`src/rtl/rtdc_pkg.sv`:
```
// Shared encodings for the RTDC set-time controller: FSM states, edit field codes, BCD limits.
package rtdc_pkg;

  typedef logic [2:0] state_t;

  localparam state_t ST_RUN      = 3'd0;
  localparam state_t ST_EDIT_HR  = 3'd1;
  localparam state_t ST_EDIT_MIN = 3'd2;
  localparam state_t ST_EDIT_SEC = 3'd3;
  localparam state_t ST_COMMIT   = 3'd4;

  typedef enum logic [1:0] {
    FLD_NONE = 2'd0,
    FLD_HR   = 2'd1,
    FLD_MIN  = 2'd2,
    FLD_SEC  = 2'd3
  } edit_fld_e;

  localparam logic [7:0] HR_MAX = 8'h23;
  localparam logic [7:0] MS_MAX = 8'h59;

endpackage

```
`src/rtl/rtdc_time_set_ctrl_if.sv`:
```
// Front-panel, timekeeper and display-mux signals of the set-time controller.
interface rtdc_time_set_ctrl_if;
  logic       BTN_MODE;
  logic       BTN_INC;
  logic [3:0] CUR_HRM, CUR_HRL, CUR_MIN_M, CUR_MIN_L, CUR_SEC_M, CUR_SEC_L;
  logic       TICK;
  logic       LOAD;
  logic [3:0] LD_HRM, LD_HRL, LD_MIN_M, LD_MIN_L, LD_SEC_M, LD_SEC_L;
  logic       SET_ACTIVE;
  logic [1:0] EDIT;
  logic       BLINK;

  modport master (
    output BTN_MODE, BTN_INC,
    output CUR_HRM, CUR_HRL, CUR_MIN_M, CUR_MIN_L, CUR_SEC_M, CUR_SEC_L,
    input  TICK, LOAD,
    input  LD_HRM, LD_HRL, LD_MIN_M, LD_MIN_L, LD_SEC_M, LD_SEC_L,
    input  SET_ACTIVE, EDIT, BLINK
  );

  modport slave (
    input  BTN_MODE, BTN_INC,
    input  CUR_HRM, CUR_HRL, CUR_MIN_M, CUR_MIN_L, CUR_SEC_M, CUR_SEC_L,
    output TICK, LOAD,
    output LD_HRM, LD_HRL, LD_MIN_M, LD_MIN_L, LD_SEC_M, LD_SEC_L,
    output SET_ACTIVE, EDIT, BLINK
  );
endinterface

```
`src/rtl/rtdc_bcd2_inc.sv`:
```
// Two-digit BCD +1 with wrap at MAX; any malformed or out-of-range value restarts at 00.
module rtdc_bcd2_inc #(
  parameter logic [7:0] MAX = 8'h59
) (
  input  logic [7:0] val_i,
  output logic [7:0] nxt_o
);

  // Valid BCD preserves numeric order, so a plain compare against MAX is enough.
  always_comb begin
    if (val_i[7:4] > 4'd9 || val_i[3:0] > 4'd9 || val_i >= MAX)
      nxt_o = 8'h00;
    else if (val_i[3:0] == 4'd9)
      nxt_o = {val_i[7:4] + 4'd1, 4'd0};
    else
      nxt_o = {val_i[7:4], val_i[3:0] + 4'd1};
  end

endmodule

```
`src/rtl/rtdc_time_set_ctrl.sv`:
```
// 1 Hz prescaler plus button-driven HH:MM:SS set-time FSM feeding the timekeeper's parallel load.
//   state       | meaning
//   RUN         | clock free-running, TICK every second
//   EDIT_HR/MIN/SEC | timekeeper frozen, INC edits the shadow field
//   COMMIT      | one-cycle LOAD of the shadow time
module rtdc_time_set_ctrl
  import rtdc_pkg::*;
#(
  parameter int TICK_DIV  = 50000000,
  parameter int TIMEOUT_S = 30
) (
  input  logic                 CLK,
  input  logic                 RST,
  rtdc_time_set_ctrl_if.slave  bus
);

  localparam int CW = (TICK_DIV > 1) ? $clog2(TICK_DIV) : 1;
  localparam int TW = $clog2(TIMEOUT_S + 1);

  state_t      state_q, state_d;
  logic [CW-1:0] cnt_q, cnt_d;
  logic [TW-1:0] tmo_q, tmo_d;
  logic [7:0]  hr_q, hr_d, min_q, min_d, sec_q, sec_d;
  logic [7:0]  hr_nxt, min_nxt, sec_nxt;
  logic        tick_q, tick_d;
  logic        load_q, load_d;
  logic [23:0] ld_q, ld_d;
  logic        sec_pulse, in_edit, any_btn;
  edit_fld_e   edit_c;

  rtdc_bcd2_inc #(.MAX(HR_MAX)) u_inc_hr  (.val_i(hr_q),  .nxt_o(hr_nxt));
  rtdc_bcd2_inc #(.MAX(MS_MAX)) u_inc_min (.val_i(min_q), .nxt_o(min_nxt));
  rtdc_bcd2_inc #(.MAX(MS_MAX)) u_inc_sec (.val_i(sec_q), .nxt_o(sec_nxt));

  assign sec_pulse = (cnt_q == CW'(TICK_DIV - 1));
  assign in_edit   = (state_q == ST_EDIT_HR) || (state_q == ST_EDIT_MIN) ||
                     (state_q == ST_EDIT_SEC);
  assign any_btn   = bus.BTN_MODE || bus.BTN_INC;

  always_comb begin
    state_d = state_q;
    cnt_d   = sec_pulse ? '0 : cnt_q + CW'(1);
    tmo_d   = tmo_q;
    hr_d    = hr_q;
    min_d   = min_q;
    sec_d   = sec_q;
    load_d  = 1'b0;
    ld_d    = '0;
    case (state_q)
      ST_RUN: begin
        if (bus.BTN_MODE) begin
          hr_d    = {bus.CUR_HRM, bus.CUR_HRL};
          min_d   = {bus.CUR_MIN_M, bus.CUR_MIN_L};
          sec_d   = {bus.CUR_SEC_M, bus.CUR_SEC_L};
          cnt_d   = '0;
          tmo_d   = '0;
          state_d = ST_EDIT_HR;
        end
      end
      ST_EDIT_HR, ST_EDIT_MIN, ST_EDIT_SEC: begin
        if (any_btn)
          tmo_d = '0;
        else if (sec_pulse) begin
          if (tmo_q == TW'(TIMEOUT_S - 1)) begin
            tmo_d   = '0;
            state_d = ST_RUN;
          end else
            tmo_d = tmo_q + TW'(1);
        end
        if (bus.BTN_MODE) begin
          case (state_q)
            ST_EDIT_HR:  state_d = ST_EDIT_MIN;
            ST_EDIT_MIN: state_d = ST_EDIT_SEC;
            default: begin
              // Restart the prescaler here so the first TICK lands TICK_DIV cycles after LOAD.
              state_d = ST_COMMIT;
              load_d  = 1'b1;
              ld_d    = {hr_q, min_q, sec_q};
              cnt_d   = '0;
            end
          endcase
        end else if (bus.BTN_INC) begin
          case (state_q)
            ST_EDIT_HR:  hr_d  = hr_nxt;
            ST_EDIT_MIN: min_d = min_nxt;
            default:     sec_d = sec_nxt;
          endcase
        end
      end
      ST_COMMIT: state_d = ST_RUN;
      default:   state_d = ST_RUN;
    endcase
    // No advance on the cycle RUN is left, so the captured time stays exact.
    tick_d = sec_pulse && (state_q == ST_RUN) && (state_d == ST_RUN);
  end

  always_ff @(posedge CLK) begin
    if (RST) begin
      state_q <= ST_RUN;
      cnt_q   <= '0;
      tmo_q   <= '0;
      hr_q    <= '0;
      min_q   <= '0;
      sec_q   <= '0;
      tick_q  <= 1'b0;
      load_q  <= 1'b0;
      ld_q    <= '0;
    end else begin
      state_q <= state_d;
      cnt_q   <= cnt_d;
      tmo_q   <= tmo_d;
      hr_q    <= hr_d;
      min_q   <= min_d;
      sec_q   <= sec_d;
      tick_q  <= tick_d;
      load_q  <= load_d;
      ld_q    <= ld_d;
    end
  end

  always_comb begin
    case (state_q)
      ST_EDIT_HR:  edit_c = FLD_HR;
      ST_EDIT_MIN: edit_c = FLD_MIN;
      ST_EDIT_SEC: edit_c = FLD_SEC;
      default:     edit_c = FLD_NONE;
    endcase
  end

  assign bus.TICK       = tick_q;
  assign bus.LOAD       = load_q;
  assign bus.LD_HRM     = ld_q[23:20];
  assign bus.LD_HRL     = ld_q[19:16];
  assign bus.LD_MIN_M   = ld_q[15:12];
  assign bus.LD_MIN_L   = ld_q[11:8];
  assign bus.LD_SEC_M   = ld_q[7:4];
  assign bus.LD_SEC_L   = ld_q[3:0];
  assign bus.SET_ACTIVE = in_edit;
  assign bus.EDIT       = edit_c;
  assign bus.BLINK      = in_edit && (cnt_q < CW'(TICK_DIV / 2));

endmodule
```
`src/flat_wrapper.sv`:
```
// flat-port wrapper written by rule: the top's interface ports become plain ports
module rtdc_time_set_ctrl_flat import rtdc_pkg::*;
#(
  parameter int TICK_DIV  = 50000000,
  parameter int TIMEOUT_S = 30
)
  (CLK, RST, bus_BTN_MODE, bus_BTN_INC, bus_CUR_HRM, bus_CUR_HRL, bus_CUR_MIN_M, bus_CUR_MIN_L, bus_CUR_SEC_M, bus_CUR_SEC_L, bus_TICK, bus_LOAD, bus_LD_HRM, bus_LD_HRL, bus_LD_MIN_M, bus_LD_MIN_L, bus_LD_SEC_M, bus_LD_SEC_L, bus_SET_ACTIVE, bus_EDIT, bus_BLINK);
  rtdc_time_set_ctrl_if bus_i ();
  input  logic CLK;
  input  logic RST;
  input wire logic [$bits(bus_i.BTN_MODE)-1:0] bus_BTN_MODE;
  input wire logic [$bits(bus_i.BTN_INC)-1:0] bus_BTN_INC;
  input wire logic [$bits(bus_i.CUR_HRM)-1:0] bus_CUR_HRM;
  input wire logic [$bits(bus_i.CUR_HRL)-1:0] bus_CUR_HRL;
  input wire logic [$bits(bus_i.CUR_MIN_M)-1:0] bus_CUR_MIN_M;
  input wire logic [$bits(bus_i.CUR_MIN_L)-1:0] bus_CUR_MIN_L;
  input wire logic [$bits(bus_i.CUR_SEC_M)-1:0] bus_CUR_SEC_M;
  input wire logic [$bits(bus_i.CUR_SEC_L)-1:0] bus_CUR_SEC_L;
  output wire logic [$bits(bus_i.TICK)-1:0] bus_TICK;
  output wire logic [$bits(bus_i.LOAD)-1:0] bus_LOAD;
  output wire logic [$bits(bus_i.LD_HRM)-1:0] bus_LD_HRM;
  output wire logic [$bits(bus_i.LD_HRL)-1:0] bus_LD_HRL;
  output wire logic [$bits(bus_i.LD_MIN_M)-1:0] bus_LD_MIN_M;
  output wire logic [$bits(bus_i.LD_MIN_L)-1:0] bus_LD_MIN_L;
  output wire logic [$bits(bus_i.LD_SEC_M)-1:0] bus_LD_SEC_M;
  output wire logic [$bits(bus_i.LD_SEC_L)-1:0] bus_LD_SEC_L;
  output wire logic [$bits(bus_i.SET_ACTIVE)-1:0] bus_SET_ACTIVE;
  output wire logic [$bits(bus_i.EDIT)-1:0] bus_EDIT;
  output wire logic [$bits(bus_i.BLINK)-1:0] bus_BLINK;
  assign bus_i.BTN_MODE = bus_BTN_MODE;
  assign bus_i.BTN_INC = bus_BTN_INC;
  assign bus_i.CUR_HRM = bus_CUR_HRM;
  assign bus_i.CUR_HRL = bus_CUR_HRL;
  assign bus_i.CUR_MIN_M = bus_CUR_MIN_M;
  assign bus_i.CUR_MIN_L = bus_CUR_MIN_L;
  assign bus_i.CUR_SEC_M = bus_CUR_SEC_M;
  assign bus_i.CUR_SEC_L = bus_CUR_SEC_L;
  assign bus_TICK = bus_i.TICK;
  assign bus_LOAD = bus_i.LOAD;
  assign bus_LD_HRM = bus_i.LD_HRM;
  assign bus_LD_HRL = bus_i.LD_HRL;
  assign bus_LD_MIN_M = bus_i.LD_MIN_M;
  assign bus_LD_MIN_L = bus_i.LD_MIN_L;
  assign bus_LD_SEC_M = bus_i.LD_SEC_M;
  assign bus_LD_SEC_L = bus_i.LD_SEC_L;
  assign bus_SET_ACTIVE = bus_i.SET_ACTIVE;
  assign bus_EDIT = bus_i.EDIT;
  assign bus_BLINK = bus_i.BLINK;
  rtdc_time_set_ctrl #(.TICK_DIV(TICK_DIV), .TIMEOUT_S(TIMEOUT_S)) u_core (.CLK(CLK), .RST(RST), .bus(bus_i));
endmodule
```
`config.mk`:
```
export PLATFORM = sky130hd
export DESIGN_NAME = rtdc_time_set_ctrl_flat
export DESIGN_NICKNAME = d
export VERILOG_FILES = /design/src/rtl/rtdc_pkg.sv /design/src/rtl/rtdc_time_set_ctrl_if.sv /design/src/rtl/rtdc_bcd2_inc.sv /design/src/rtl/rtdc_time_set_ctrl.sv /design/src/flat_wrapper.sv
export SDC_FILE = /design/constraint.sdc
export NUM_CORES = 1
export LEC_CHECK = 0
export ABC_AREA = 1
export CORE_ASPECT_RATIO = 0.9
export CORE_MARGIN = 4
export CORE_UTILIZATION = 40
export DETAILED_ROUTE_END_ITERATION = 10
export SYNTH_ARGS = -nofsm -noshare
export SYNTH_HDL_FRONTEND = slang
export SYNTH_SLANG_ARGS = --single-unit
```
`constraint.sdc`:
```
create_clock -name CLK -period 1.9 [get_ports CLK]
set_input_delay 0.19 -clock CLK [delete_from_list [all_inputs] [get_ports CLK]]
set_output_delay 0.19 -clock CLK [all_outputs]
set_load 0.01 [all_outputs]
```
Word level (Yosys, flattened, before mapping) --
Cells that the tools add are included.
Cells by class: muxes and demuxes 40, equality and inequality tests 18, $add $sub $neg 8, order comparisons 10, reductions and logical operators 26, bitwise logic cells 2
Operator list (number):
- two-way mux 8 bit | 18
- two-way mux 26 bit | 4
- one-hot mux 26 bit (2 select lines) | 1
- one-hot mux 8 bit (2 select lines) | 3
- adder 26 x 1 -> 26 bit (second input constant) | 1
- == test 26 bit (second input constant) | 1
- < comparator 26 x 25 -> 1 bit (second input constant) | 1
- adder 4 x 1 -> 4 bit (second input constant) | 6
- greater-than comparator 4 bit (second input constant) | 6
- two-way mux 5 bit | 4
- AND reduction 6 bit | 3
- >= comparator 8 x 7 -> 1 bit (second input constant) | 2
- two-way mux 3 bit | 5
- AND reduction 5 bit | 3
- == test 4 bit (second input constant) | 3
- one-hot mux 3 bit (2 select lines) | 2
- one-hot mux 5 bit (2 select lines) | 1
- logical OR 1 bit | 9
- inequality test 3 bit (second input constant) | 3
- >= comparator 8 x 6 -> 1 bit (second input constant) | 1
- inequality test 2 bit (second input constant) | 4
- == test 3 x 2 -> 1 bit (second input constant) | 2
- zero test 3 bit | 2
- one-hot mux 2 bit (3 select lines) | 1
- other kinds (13) | 18
Storage, ports and cells: register bits after elaboration 84, bits of input ports 28, word-level logic and storage cells 116

Logic depth before layout (Yosys ltp) --
word-level depth 8, gate-level depth with buffers 11, depth with buffers taken out 11

Modules after synthesis --
From an unflattened synthesis, not the netlist that was laid out.
Second synthesis, totals: cell total of the unflattened synthesis 701, area total of the unflattened synthesis 4505.6 um^2
Modules (own cells, without submodules):
- rtdc_time_set_ctrl | instances 1, area an instance 3762.4 um^2, seq. area each 1681.6 um^2, cells each 545
- rtdc_bcd2_inc at u_core.u_inc_min ... | instances 2, area an instance 262.8 um^2, seq. area each 0.0 um^2, cells each 56
- rtdc_bcd2_inc at u_core.u_inc_hr | instances 1, area an instance 217.7 um^2, seq. area each 0.0 um^2, cells each 44

Least setup slack after synthesis --
Ideal clock, no wire load.
path kind register -> register, from register u_core.state_q[0], to register u_core.cnt_q[12], setup time 115 ps, buffers on the path 3, arrival 1406 ps, stages on the path, launching flop included 10, slack 379 ps, cells stage by stage dfxtp_1 -> clkbuf_1 -> o21ai_2 -> inv_2 -> buf_6 -> a21oi_2 -> nand2_1 -> nand3_4 -> buf_6 -> nor2_1
On the way: cells in the longest elaborated chain, start to end 5, elaborated cells on any way between the ends 9
Ends and longest elaborated chain:
- start: declaration | line rtdc_time_set_ctrl.sv:20 | state_t state_q, state_d;
- start signal: assignment | line rtdc_time_set_ctrl.sv:109 | state_q <= state_d;
- == test 3 x 2 -> 1 bit / == test 3 x 1 -> 1 bit (equally long branches) | line rtdc_time_set_ctrl.sv:49, rtdc_time_set_ctrl.sv:71
- OR reduction 2 bit (no line)
- two-way mux 26 bit | line rtdc_time_set_ctrl.sv:71 | case (state_q)
- two-way mux 26 bit | line rtdc_time_set_ctrl.sv:70 | if (bus.BTN_MODE) begin
- one-hot mux 26 bit (2 select lines) * | line rtdc_time_set_ctrl.sv:49 | case (state_q)
- end signal: assignment | line rtdc_time_set_ctrl.sv:110 | cnt_q <= cnt_d;
- end: declaration | line rtdc_time_set_ctrl.sv:21 | logic [CW-1:0] cnt_q, cnt_d;
Every way passes the cells marked *; elsewhere a longest branch is shown, timed or not. A chain may end at the register's enable or synchronous reset.

Worst setup path after layout --
from register u_core.state_q[1], to output port bus_EDIT[1]
On the way: cells in the longest elaborated chain, start to end 2, elaborated cells on any way between the ends 4
Ends and longest elaborated chain:
- == test 3 x 2 -> 1 bit / == test 3 x 1 -> 1 bit (equally long branches) | line rtdc_time_set_ctrl.sv:122 | case (state_q)
- one-hot mux 2 bit (3 select lines) * | line rtdc_time_set_ctrl.sv:122
- end: declaration | line flat_wrapper.sv:28 | output wire logic [$bits(bus_i.EDIT)-1:0] bus_EDIT;
Marks and branches as above.

==> results.txt <==
* Leakage dissipation: 0.00225 uW
* Final Max Slew Viols: 0
* Complex-gate fraction of the synthesized area: 0.0797
* Placed Cells: 820
* Post-synthesis share of cell area spent on and, or, nand and nor gates: 0.368
* GR Overflow Total: 0
- Via count of the first global-routing pass: 3,919
- Number of buffers inserted for hold repair after clock tree synthesis: 0
* Reg clk slew, reported paths: 0.06 ns
- The initial antenna violation count was 0.
* Library cells used by synthesis: 35
* Worst-case clock skew: 0.00865 ns
- In this run the count of I/O pins placed on the die edge is 58.
- Post-Synthesis Mean Instance Area: 6.76 sq um
* Peak supply drop: 0.611 mV
- Maximum clock frequency: 549 MHz
* Main combinational cell family by area after synthesis: simple AND/OR/NAND/NOR gates
- Yosys top cell area share: 0.397
- Die height: 106 um
- Setup violations, final: 0
- In this run, CTS created clock tree buffers numbering 9.
* HPWL after detailed placement: 8.28 mm
- Routed WL: 10.9 mm
* Mux share of post-synthesis cell area: 0
- Mapped cell area: 4240 sq um
- Xor/xnor cell area share of the yosys netlist: 0.0393
- Final Hold Vio Count: 0
- Clock latency on the worst-skew pair: 0.34 ns
- After technology mapping, the gate count stands at 627.
- Endpoint arrival time on the critical path: 1.63 ns
- Fill cells in the final layout number 988.
* Worst Path Class, Setup: reg -> out
* Final period demand of the worst path: 1.82 ns
- Required time of the worst setup path: 1.71 ns
- Once layout is complete, the cells apart from fillers number 838.
- Period utilization: 0.958
* Post-synthesis net count: 667
- Effective utilization at floorplan: 0.412
- Drt first pass iters: 5
- Count of nets after finishing: 744
- All-Layer GR Usage: 0.182
- Worst rel slew slack: 0.761
- DR DRC count: 0
* Remaining antenna violation count: 0
* Worst-path maximum fanout: 5
* Crit path capture type: output port
- CTS sink count: 84
- Number of warnings issued by yosys: 0
- Area share of fa/ha/maj cells after synthesis: 0.0354
- Routed wire per std cell: 13.0 um
* Maximum number of pins on one net before global-route repair: 27
* Clock Root Buffer: sky130_fd_sc_hd__clkbuf_16
* Buffers on Ports: 57
* Max cap viols: 0
- In this run the deepest clock path goes through 2 buffers.
- Ant diodes: 0
- Class of the tightest hold or removal check: reg -> reg
- At the end of routability-driven placement, the weighted congestion stood at 0.950.
* First-pass GRT wire length: 18.1 mm
- Run status: completed
* Sequential share of the synthesized area: 0.397
- Placeable core area: 10,300 sq um
* Relative area change from synthesis to final layout: 27.1%
* Category of the worst setup path launch point: register
- The clock tree synthesis step divided the H-tree into 3 levels.
- Worst-Margin Slew: 0.354 ns
* Power density normalized to cell area: 854 nW/um^2
- Fraction of final layout cells sized beyond drive strength 1: 0.0903
- The detailed router finished its first iteration with 263 violations.
- Via-per-instance ratio: 4.91
- CTS tree: done
- DIE AREA: 12,300 sq um
- Measured along the x axis, the die boundary spans 117 um.
- Leading post-synthesis cells by cell area: sky130_fd_sc_hd__dfxtp_1 (40%), sky130_fd_sc_hd__nand2_1 (13%), sky130_fd_sc_hd__nor2_1 (12%)
* DR vias: 4,112
* Final core utilization: 0.523
- Of all cell types, the one taking the most synthesized area is sky130_fd_sc_hd__dfxtp_1.
- In this run the core area contains 35 standard-cell rows.
- The synthesized design contains 84 register bits.
==> cell type report <==
type / count / area, sq um / area share
flip-flops and latches: 84 / 1680 / 0.312
clock buffers: 11 / 243 / 0.0451
repair buffers: 81 / 747 / 0.139
well taps: 129 / 161 / 0.0300
multi-input cells: 462 / 2230 / 0.414
inverters: 66 / 248 / 0.0460
clock inverters: 5 / 75.1 / 0.0139
==> layer usage <==
metal	global-route usage	up-vias	wire, um
li1	-	2154	-
met1	0.258	1846	5280
met2	0.265	98	4730
met3	0.0499	14	681
met4	0.0621	0	191
met5	0	-	0
==> placed cells by master, fill, tap and decap left out, drive strengths merged <==
cell type | synthesis | final
xor2 | 18 | 18
a21oi | 35 | 35
nand2 | 149 | 149
ha | 12 | 12
o21a | 1 | 1
nor4 | 1 | 1
bufinv | 0 | 2
inv | 66 | 66
nor3 | 18 | 18
dfxtp | 84 | 84
clkbuf | 6 | 11
or2 | 3 | 3
buf | 9 | 24
a31oi | 2 | 2
o21ai | 23 | 23
nor3b | 1 | 1
a31o | 1 | 1
nand4 | 21 | 21
o22ai | 1 | 1
nand3 | 39 | 39
and2 | 1 | 1
dlygate4sd2 | 0 | 3
clkinv | 0 | 3
clkdlybuf4s50 | 0 | 54
xnor2 | 1 | 1
nor2 | 133 | 133
and3 | 2 | 2
==> cells in the mapped netlist, drive strengths merged <==
library cell	n
a21oi	35
or2	3
nand4	21
nor3b	1
buf	9
o22ai	1
nand3	39
ha	12
and2	1
nor4	1
o21ai	23
inv	66
a31o	1
and3	2
a31oi	2
nor2	133
o21a	1
xor2	18
nand2	149
xnor2	1
clkbuf	6
nor3	18
dfxtp	84
==> cells by family (layout without fill, tap and decap cells) <==
logic type | count (synthesis) | count (layout)
xor+xnor | 19 | 19
compound gates | 63 | 63
simple gates | 368 | 368
buf+inv | 81 | 163
fa+ha+maj | 12 | 12
flops | 84 | 84
==> sequential cells by signal, summed over array words and instances (netlist names) <==
signal / cells
u_core.tmo_q: 5
u_core.bus.LOAD: 1
u_core.sec_q: 8
u_core.ld_q: 24
u_core.bus.TICK: 1
u_core.state_q: 3
u_core.hr_q: 8
u_core.cnt_q: 26
u_core.min_q: 8
==> critical path, stage by stage, from the launching register on <==
cell and delay, ns:
sky130_fd_sc_hd__dfxtp_1 0.36, sky130_fd_sc_hd__buf_4 0.16, sky130_fd_sc_hd__inv_2 0.05, sky130_fd_sc_hd__nor2_4 0.15, sky130_fd_sc_hd__clkdlybuf4s50_1 0.57
==> repair_timing <==
action,in CTS,in global routing
resized for setup,4,5
pin swaps,0,1
setup buffers,0,2
setup endpoints to repair,3,6
==> power by group <==
| part | internal (uW) | switching, uW | total [uW] |
|---|---|---|---|
| Combinational | 292 | 494 | 785 |
| Clock | 1180 | 687 | 1870 |
| Sequential | 1850 | 95.3 | 1950 |
==> metrics by stage <==
step / hold slack [ns] / setup TNS [ns] / power [uW] / cell area [sq um] / worst slack (ns)
floorplan: 0.274 / 0 / 2520 / 4240 / 0.379
global placement: 0.449 / 0 / 2770 / 5040 / 0.118
detailed placement: 0.444 / 0 / 2770 / 5040 / 0.0754
CTS: 0.444 / 0 / 4650 / 5360 / 0.0421
global route: 0.462 / -0.0297 / 4850 / 5390 / -0.0171
finish: 0.452 / 0 / 4600 / 5390 / 0.0796
==> worst paths after layout <==
| kind | startpoint | slack, ns | depth (start not counted) | to |
|---|---|---|---|---|
| min | u_core.hr_q[7] | 0.45 | 2 | u_core.ld_q[23] |
| max reg2reg | u_core.state_q[1] | 0.21 | 9 | u_core.cnt_q[2] |
| max | u_core.state_q[1] | 0.08 | 4 | bus_EDIT[1] |
| min reg2reg | u_core.hr_q[7] | 0.45 | 2 | u_core.ld_q[23] |
Power figures use the tool's default switching activity.
